File: src/rtl/pwm_pkg.sv
// Shared constants and helpers for the PWM peripheral.
// Used by pwm_prescaler and pwm_peripheral (PWM_DUTY_SHADOW_EN is handled in the top).
package pwm_pkg;

    localparam int PWM_WIDTH              = 8;
    localparam logic [PWM_WIDTH-1:0] DUTY_FULL = 8'hFF;
    localparam int CLK_DIV_DEFAULT        = 13;

    // Prescaler counter width for a given divide ratio; never narrower than 1 bit
    function automatic int presc_width(input int clk_div);
        return (clk_div > 1) ? $clog2(clk_div) : 1;
    endfunction

endpackage

File: src/rtl/pwm_prescaler.sv
// Clock prescaler: counts 0..CLK_DIV-1 and flags tick_o on the last count.
// With CLK_DIV=1 the counter is pinned at 0 and tick_o is permanently high.
module pwm_prescaler
    import pwm_pkg::*;
#(
    parameter int CLK_DIV = CLK_DIV_DEFAULT
) (
    input  logic clk_i,
    input  logic rst_i,
    output logic tick_o
);

    localparam int CW = presc_width(CLK_DIV);
    localparam logic [CW-1:0] LAST = CW'(CLK_DIV - 1);

    logic [CW-1:0] cnt_q, cnt_d;

    assign tick_o = (cnt_q == LAST);

    // Next divide count: wrap to zero on the tick
    always_comb begin
        cnt_d = tick_o ? '0 : cnt_q + 1'b1;
    end

    // Divide counter register
    always_ff @(posedge clk_i or posedge rst_i) begin
        if (rst_i) cnt_q <= '0;
        else       cnt_q <= cnt_d;
    end

endmodule

File: src/rtl/pwm_peripheral.sv
// 16-output PWM peripheral: shared 8-bit PWM counter stepped by a prescaler
// tick, one shared duty value, per-output enable / PWM-mode select.
// Define PWM_DUTY_SHADOW_EN to latch the duty only at each period start.
module pwm_peripheral
    import pwm_pkg::*;
#(
    parameter int CLK_DIV = CLK_DIV_DEFAULT
) (
    input  logic        clk,
    input  logic        rst,
    input  logic [7:0]  en_reg_out_7_0,
    input  logic [7:0]  en_reg_out_15_8,
    input  logic [7:0]  en_reg_pwm_7_0,
    input  logic [7:0]  en_reg_pwm_15_8,
    input  logic [7:0]  pwm_duty_cycle,
    output logic [15:0] out,
    output logic        period_start
);

    logic                 tick;
    logic                 wrap;
    logic                 pwm;
    logic [PWM_WIDTH-1:0] ctr_q, ctr_d;
    logic [PWM_WIDTH-1:0] duty_eff;
    logic [15:0]          en_out, en_pwm;
    logic [15:0]          out_q, out_d;
    logic                 ps_q;

    pwm_prescaler #(
        .CLK_DIV(CLK_DIV)
    ) u_prescaler (
        .clk_i  (clk),
        .rst_i  (rst),
        .tick_o (tick)
    );

    assign en_out = {en_reg_out_15_8, en_reg_out_7_0};
    assign en_pwm = {en_reg_pwm_15_8, en_reg_pwm_7_0};

    // The tick that rolls the counter 255 -> 0 marks a new period
    assign wrap = tick && (ctr_q == '1);

`ifdef PWM_DUTY_SHADOW_EN
    logic [PWM_WIDTH-1:0] duty_q;

    // Duty shadow: captured only on the period-start tick
    always_ff @(posedge clk or posedge rst) begin
        if (rst)       duty_q <= '0;
        else if (wrap) duty_q <= pwm_duty_cycle;
    end

    assign duty_eff = duty_q;
`else
    assign duty_eff = pwm_duty_cycle;
`endif

    // Counter advance, PWM compare and per-output mux
    always_comb begin
        ctr_d = tick ? ctr_q + 1'b1 : ctr_q;
        pwm   = (duty_eff == DUTY_FULL) || (ctr_q < duty_eff);
        out_d = (en_out & ~en_pwm) | (en_out & en_pwm & {16{pwm}});
    end

    // PWM counter, registered outputs and period-start pulse
    always_ff @(posedge clk or posedge rst) begin
        if (rst) begin
            ctr_q <= '0;
            out_q <= '0;
            ps_q  <= 1'b0;
        end else begin
            ctr_q <= ctr_d;
            out_q <= out_d;
            ps_q  <= wrap;
        end
    end

    assign out          = out_q;
    assign period_start = ps_q;

endmodule
File: config.mk
export PLATFORM = sky130hd
export DESIGN_NAME = pwm_peripheral
export DESIGN_NICKNAME = d
export VERILOG_FILES = /design/src/rtl/pwm_pkg.sv /design/src/rtl/pwm_prescaler.sv /design/src/rtl/pwm_peripheral.sv
export SDC_FILE = /design/constraint.sdc
export NUM_CORES = 1
export LEC_CHECK = 0
export CORE_ASPECT_RATIO = 2
export CORE_MARGIN = 3
export CORE_UTILIZATION = 45
export CTS_CLUSTER_SIZE = 10
export DETAILED_ROUTE_END_ITERATION = 10
export PLACE_DENSITY = 0.94
export SKIP_CTS_REPAIR_TIMING = 1
export SYNTH_ARGS = -nofsm -noshare
export SYNTH_HDL_FRONTEND = slang
export SYNTH_HIERARCHICAL = 1
export SYNTH_SLANG_ARGS = --single-unit
export TNS_END_PERCENT = 10
File: constraint.sdc
create_clock -name clk -period 4.58 [get_ports clk]
set_input_delay 0.916 -clock clk [delete_from_list [all_inputs] [get_ports clk]]
set_output_delay 0.916 -clock clk [all_outputs]
set_load 0.1 [all_outputs]
==> reports/metrics.cfg, run 1 <==
[setup_path]
crit_path_end_kind=primary output
path_cells=clkdlybuf4s50_1
worstPathMaxFanout=1
crit_arrival_ns=1.76
crit_required_ns=3.66
crit_type=flop to primary output
crit_family=buffers and inverters
cp_num_buf_inv=1
startpoint_type=flop
critPathMaxStageDelay_ns=1.14
cpMaxStageDelayCell=clkdlybuf4s50_1

[logic_synthesis]
synthesis.area_um2=1380
ys_seq_area_frac=0.526
ys_seq_elements=29
syn_nets=162
avgSynthCellArea_um2=12.5
synthDistinctLibCells=28
syn-instance-count=110
synth_warnings=6

[global_route]
antenna_found_initial=0
grt_pass1_vias=1229
grt_max_degree=26
grt_usage=0.191
grt_pass1_wl_um=5280
gr-total-overflow=0

[flow_run]
maxCapViolCount=0

[run_status]
status=finished clean

[clocking]
path_clk_slew_ns=0.06
cts_max_path_buffers=2
clock_sinks=29
root_buffer=clkbuf_8
cts_tree=yes
cts_buffers=5
htreeDepth=2
clk_latency_ns=0.28

[cells_and_area]
layoutNonFillerInstCount=203
fillers=208
register_area_um2=726
area_growth_pct=49.8
layout-drive-gt1-share=0.138
antenna_cells=0
final_util=0.728
nets=227
multiInputGateArea_um2=598

[routing]
wirelength_um=3180
first_pass_iters=4
drt-initial-drc-count=9
avgViaCountPerCell=5.25
drcViolationCount=0
routedWlPerCell_um=15.7
ant_nets=0
vias=1065

[placed_design]
placed_cells=197
gp_congestion=0.733
dp_hpwl_um=2570
io_buffers=58

[worst_hold_path]
hp-class=flop to flop

[timing]
fin_crit_sh=0.584
finalHoldViolations=0
max_slew_margin=0.339
worstMarginPinSlew_ns=0.988
clock-skew-final_ns=0.00489
layout_min_cycle_time_ns=2.67
setup_tns_ns=0
setup-violations-final=0
rsz0062_at_grt=false
max_freq_mhz=374
drv_slew=0

[power_and_ir_drop]
power.density_nw_per_um2=284
ir_drop_uv=246
power.leakage_uw=0.000921

[floorplan]
die_width_um=45.2
start_util=0.486
rows=27
die_height_um=84.3
core_um2=2840
num_io_pins=59
die-area_um2=3810

per-stage QoR:
| stage | instance area [um2] | hold slack [ns] | power [uW] | setup WS, ns |
|---|---|---|---|---|
| finish | 2070 | 0.508 | 587 | 1.91 |
| global route | 2070 | 0.527 | 608 | 1.87 |
| CTS | 2070 | 0.508 | 591 | 1.89 |
| detailed placement | 1990 | 0.499 | 400 | 1.66 |
| global placement | 1990 | 0.481 | 397 | 1.80 |
| floorplan | 1380 | 0.466 | 343 | 2.31 |
synth_stat cells:
master,number,area (um2)
nand2b_4,1,13.8
a21boi_2,10,113
a311o_1,1,10.0
o32ai_2,1,16.3
a41o_2,1,11.3
xor2_1,3,26.3
inv_1,12,45.0
o21ai_2,1,8.76
and3_1,2,12.5
a2111oi_4,1,27.5
ha_1,10,125
dfrtp_1,29,726
o21ai_0,1,5.00
mux2_2,1,11.3
buf_6,1,11.3
nor2b_1,1,6.26
nand2b_1,2,12.5
nand2_1,5,18.8
and4b_1,1,10.0
nand4_1,5,31.3
xnor2_1,4,35.0
and4_2,1,10.0
nor2_1,6,22.5
a21oi_1,1,5.00
and2_1,1,6.26
a21o_1,1,7.51
o21a_1,1,7.51
a21boi_0,6,45.0
power breakdown:
group	total [uW]	switching (uW)	internal, uW
sequential	266	2.14	264
combinational	129	77.3	51.5
clock	192	92.5	99.5
total	587	172	415
per-layer routing:
layer | wire length (um) | track usage | vias to the layer above
met4 | 80 | 0.0880 | 0
met5 | 0 | 0 | -
met2 | 1830 | 0.339 | 44
li1 | - | - | 506
met1 | 1020 | 0.178 | 507
met3 | 250 | 0.0773 | 8
worst paths after layout:
path / from / endpoint / slack [ns] / depth (start not counted)
setup / recovery: out[10] / out[10] / 1.91 / 1
hold / removal: ctr_q[7] / ctr_q[7] / 0.51 / 1
setup reg to reg: ctr_q[7] / out[3] / 2.71 / 6
hold reg to reg: ctr_q[7] / ctr_q[7] / 0.51 / 1
max in group asynchronous: rst / out[0] / 2.82 / 2
min in group asynchronous: rst / u_prescaler/cnt_q[3] / 0.84 / 2
cells in the final DEF, fill, tap and decap left out, types with 3 or more instances in the layout:
master / count
clkdlybuf4s50_1: 58
dfrtp_1: 29
inv_1: 12
a21boi_2: 10
ha_1: 10
nor2_1: 6
a21boi_0: 6
nand4_1: 5
nand2_1: 5
clkbuf_8: 5
xnor2_1: 4
xor2_1: 3
cell families (layout without fill, tap and decap cells):
family,Yosys count,after routing,share of synthesized area
buffers and inverters,13,77,0.0408
AND/OR/NAND/NOR,25,25,0.104
flip-flops,29,29,0.526
XOR/XNOR,7,7,0.0444
AO/OA/AOI/OAI,25,25,0.186
multiplexers,1,1,0.00816
adder cells (fa/ha/maj),10,10,0.0907
cell type report:
class | instances | area share
multi-input combinational | 68 | 0.289
timing repair buffer | 59 | 0.285
inverter | 12 | 0.0218
tap | 29 | 0.0176
sequential | 29 | 0.351
clock buffer | 5 | 0.0333
clock inverter | 1 | 0.00242
state kept, by name (all words and copies together), names as in the netlist:
name / cells
out: 16
u_prescaler/cnt_q: 4
ctr_q: 8
period_start: 1
No activity file was read; power rests on OpenSTA's default activity.
==> run 2: changes to the inputs <==
--- a/config.mk
+++ b/config.mk
@@ -7,10 +7,10 @@
 export LEC_CHECK = 0
 export CORE_ASPECT_RATIO = 2
 export CORE_MARGIN = 3
-export CORE_UTILIZATION = 45
+export CORE_UTILIZATION = 42
 export CTS_CLUSTER_SIZE = 10
 export DETAILED_ROUTE_END_ITERATION = 10
-export PLACE_DENSITY = 0.94
+export PLACE_DENSITY = 0.89
 export SKIP_CTS_REPAIR_TIMING = 1
 export SYNTH_ARGS = -nofsm -noshare
 export SYNTH_HDL_FRONTEND = slang
==> constraint.sdc (replaced) <==
create_clock -name clk -period 2.75 [get_ports clk]
set_input_delay 0.55 -clock clk [delete_from_list [all_inputs] [get_ports clk]]
set_output_delay 0.55 -clock clk [all_outputs]
set_load 0.1 [all_outputs]
==> reports/metrics.cfg, run 2 (synthesis results as in run 1) <==
[timing]
setup-violations-final=0
layout_min_cycle_time_ns=2.22
fin_ws_ns=0.532
drv_slew=0
max_slew_margin=0.796
clock-skew-final_ns=0.00389
setup_tns_ns=0
hold_ws_ns=0.497
worstMarginPinSlew_ns=0.306
finalHoldViolations=0
fin_crit_sh=0.807
max_freq_mhz=451
rsz0062_at_grt=false

[power_and_ir_drop]
clkPwrFrac=0.342
power.leakage_uw=0.000947
power.switching_uw=275
p_seq_frac=0.445
intPower_uw=720
power.density_nw_per_um2=486
swShare=0.277
ir_drop_uv=525
combPwrFrac=0.213

[routing]
drcViolationCount=0
vias=1085
first_pass_iters=4
drt-initial-drc-count=20
wirelength_um=3190
avgViaCountPerCell=5.27
ant_nets=0
routedWlPerCell_um=15.5

[cells_and_area]
multiInputGateArea_um2=598
fillers=224
antenna_cells=0
register_area_um2=726
final_common_cell=clkdlybuf4s50_1
area_growth_pct=48.2
nets=228
largest_reg_flops=16
layout-drive-gt1-share=0.239
post-route-cell-area_um2=2050
final_cell_mix=clkdlybuf4s50_1, dfrtp_1, buf_4

[setup_path]
worstReg2RegEnd=out[15]
crit_path_end_kind=flop
startpoint_type=input pin
endpoint=out[15]
crit_required_ns=2.89
worstPathMaxFanout=16
rrSetupSlack_ns=0.91
crit_type=input pin to flop
crit_family=buffers and inverters
startpoint=pwm_duty_cycle[7]
worstRegToRegCells=6
crit_arrival_ns=2.36
cpMaxStageDelayCell=clkdlybuf4s50_1
r2r-start=ctr_q[7]
cp_num_buf_inv=3
critPathMaxStageDelay_ns=0.49
critical_path_cell_count=8
path_cells=clkdlybuf4s50_1, inv_1, ha_1, and4_2, o21ai_2, o32ai_2, buf_4, a21boi_0

[placed_design]
io_buffers=58
dpl_worst_slack_ns=0.243
dpl_cell_area_um2=1960
gp_congestion=0.732
dp_hpwl_um=2520

[global_route]
grt_pass1_vias=1208
grt_max_degree=26
grt_pass1_wl_um=5090
gr-total-overflow=0
antenna_found_initial=0
grt_usage=0.181

[flow_run]
maxCapViolCount=0

[floorplan]
num_io_pins=59
core_um2=3050
die_width_um=46.5
start_util=0.453
die-area_um2=4050
die_height_um=87.1
rows=28

[run_status]
status=finished clean

[worst_hold_path]
hp-class=input pin to async pin

[clocking]
cts_max_path_buffers=2
cts_tree=yes
path_clk_slew_ns=0.06
cts_buffers=5
clock_sinks=29
clk_latency_ns=0.27
root_buffer=clkbuf_8
htreeDepth=2

==> run 2: final cells by class <==
cell class	count	area share
flip-flops and latches	29	0.355
inverters	12	0.0220
repair buffers	60	0.270
clock buffers	7	0.0422
well taps	30	0.0183
multi-input cells	68	0.292
==> run 2: power by group through the flow <==
stage	logic (uW)	clock network, uW	registers (uW)
2_1_floorplan	29.2	0	542
3_3_place_gp	208	0	450
4_1_cts	215	349	443
3_5_place_dp	214	0	450
6_report	212	340	443
5_1_grt	222	367	444
==> run 2: metrics by stage <==
step                      std cells  utilization  power (uW)
after floorplan                 110            -         571
after global placement          199        0.643         658
after global routing            206        0.671        1030
after detailed placement        199        0.643         664
final                           206        0.671         995
after CTS                       206        0.671        1010
==> run 2: metal layers <==
metal	share of wire	vias up	global-route usage	wire length, um
met5	0	-	0	0
met4	0.023	0	0.0933	75
met3	0.075	7	0.0559	239
met2	0.58	46	0.342	1870
met1	0.32	520	0.152	1010
li1	-	512	-	-
==> run 2: worst min-delay path by stage <==
stage | endpoint | start | slack (ns) | depth (start not counted)
floorplan | u_prescaler/cnt_q[0] | rst | 0.32 | 1
global placement | u_prescaler/cnt_q[0] | u_prescaler/cnt_q[0] | 0.48 | 1
detailed placement | ctr_q[6] | ctr_q[6] | 0.51 | 1
CTS | u_prescaler/cnt_q[0] | rst | 0.49 | 2
global route | u_prescaler/cnt_q[0] | rst | 0.50 | 2
finish | u_prescaler/cnt_q[0] | rst | 0.50 | 2
==> run 3: changes to the inputs <==
==> constraint.sdc (replaced) <==
create_clock -name clk -period 2.2 [get_ports clk]
set_input_delay 0.44 -clock clk [delete_from_list [all_inputs] [get_ports clk]]
set_output_delay 0.44 -clock clk [all_outputs]
set_load 0.1 [all_outputs]
==> reports/metrics.cfg, run 3 (synthesis results as in run 1) <==
[placed_design]
dpl_cell_area_um2=1970
io_buffers=58
gp_congestion=0.739
dp_hpwl_um=2610

[setup_path]
crit_path_end_kind=flop
crit_arrival_ns=2.21
startpoint=pwm_duty_cycle[6]
worstPathMaxFanout=16
startpoint_type=input pin
crit_required_ns=2.35
critPathMaxStageDelay_ns=0.48
r2r-start=ctr_q[4]
cpMaxStageDelayCell=clkdlybuf4s50_1
crit_type=input pin to flop
path_cells=clkdlybuf4s50_1, inv_1, ha_1, and4_2, o21ai_2, o32ai_2, buf_12, a21boi_0

[routing]
drcViolationCount=0
wirelength_um=3270
routedWlPerCell_um=15.8
drt-initial-drc-count=13
avgViaCountPerCell=5.20
vias=1077
first_pass_iters=4
ant_nets=0

[power_and_ir_drop]
ir_drop_uv=592
power.leakage_uw=0.000963
power_uw=1380
power.density_nw_per_um2=663

[timing]
rsz0062_at_grt=false
layout_min_cycle_time_ns=2.05
fin_crit_sh=0.934
setup-violations-final=0
drv_slew=0
clock-skew-final_ns=0.00516
worstMarginPinSlew_ns=0.314
max_freq_mhz=487
max_slew_margin=0.790
finalHoldViolations=0

[cells_and_area]
fillers=227
nets=228
layout-drive-gt1-share=0.243
largest_reg_flops=16
post-route-cell-area_um2=2090
final_cell_mix=clkdlybuf4s50_1, dfrtp_1, buf_4
antenna_cells=0
area_growth_pct=51.3
final_common_cell=clkdlybuf4s50_1

[clocking]
cts_tree=yes
cts_max_path_buffers=2
path_clk_slew_ns=0.06
root_buffer=clkbuf_8
htreeDepth=2
cts_buffers=5
clock_sinks=29
clk_latency_ns=0.28

[floorplan]
start_util=0.453
die_height_um=87.1
die-area_um2=4050
core_um2=3050
die_width_um=46.5
rows=28
num_io_pins=59

[worst_hold_path]
hp-class=input pin to async pin

[run_status]
status=finished clean

[global_route]
grt_pass1_vias=1289
grt_usage=0.189
grt_max_degree=26
grt_pass1_wl_um=5370
antenna_found_initial=0
gr-total-overflow=0

[flow_run]
maxCapViolCount=0

==> run 3: changes by cell type in the layout (fill, tap and decap cells not counted), sizes merged <==
cell,delta
bufinv,+1
==> run 3: final timing paths <==
kind	depth (start not counted)	slack, ns	to
worst max-delay path	8	0.15	out[4]
worst min-delay path	2	0.39	u_prescaler/cnt_q[3]
worst max register to register	6	0.40	out[4]
worst min register to register	1	0.50	ctr_q[6]
max in group asynchronous	3	1.40	out[12]
min in group clk	1	0.50	ctr_q[6]
==> run 3: worst max-delay path: cells and delay by family <==
family,cells,cell delay (ns)
buffers and inverters,3,0.73
and+or+nand+nor,1,0.22
AOI/OAI and AO/OA,3,0.50
adders and majority gates,1,0.31
==> run 3: layer usage <==
layer | vias up | part of all wire | global-route usage
met5 | - | 0 | 0
met1 | 514 | 0.30 | 0.158
met3 | 6 | 0.083 | 0.0745
met4 | 0 | 0.020 | 0.0803
li1 | 508 | - | -
met2 | 49 | 0.60 | 0.357
==> run 3: stage by stage <==
| stage | setup slack, ns | util | setup TNS (ns) | instances | hold slack, ns |
|---|---|---|---|---|---|
| final | 0.146 | 0.685 | 0 | 207 | 0.391 |
| after detailed placement | -0.139 | 0.647 | -1.72 | 199 | 0.500 |
| after global placement | -0.0710 | 0.647 | -0.804 | 199 | 0.482 |
| after floorplan | 0.402 | - | 0 | 110 | 0.206 |
| after CTS | 0.149 | 0.685 | 0 | 207 | 0.385 |
| after global routing | 0.0385 | 0.685 | 0 | 207 | 0.418 |
==> run 3: layout make-up <==
type                       count  area (um2)  area share
clock inverter                 1        30.0      0.0144
clock buffer                   7        86.3      0.0413
sequential                    29         726       0.348
multi-input combinational     68         598       0.286
tap                           30        37.5      0.0180
timing repair buffer          60         566       0.271
inverter                      12        45.0      0.0216
==> run 3: power by group <==
group | internal, uW | switching [uW] | total (uW)
Sequential | 549 | 5.02 | 554
Clock | 369 | 197 | 565
Combinational | 103 | 163 | 266
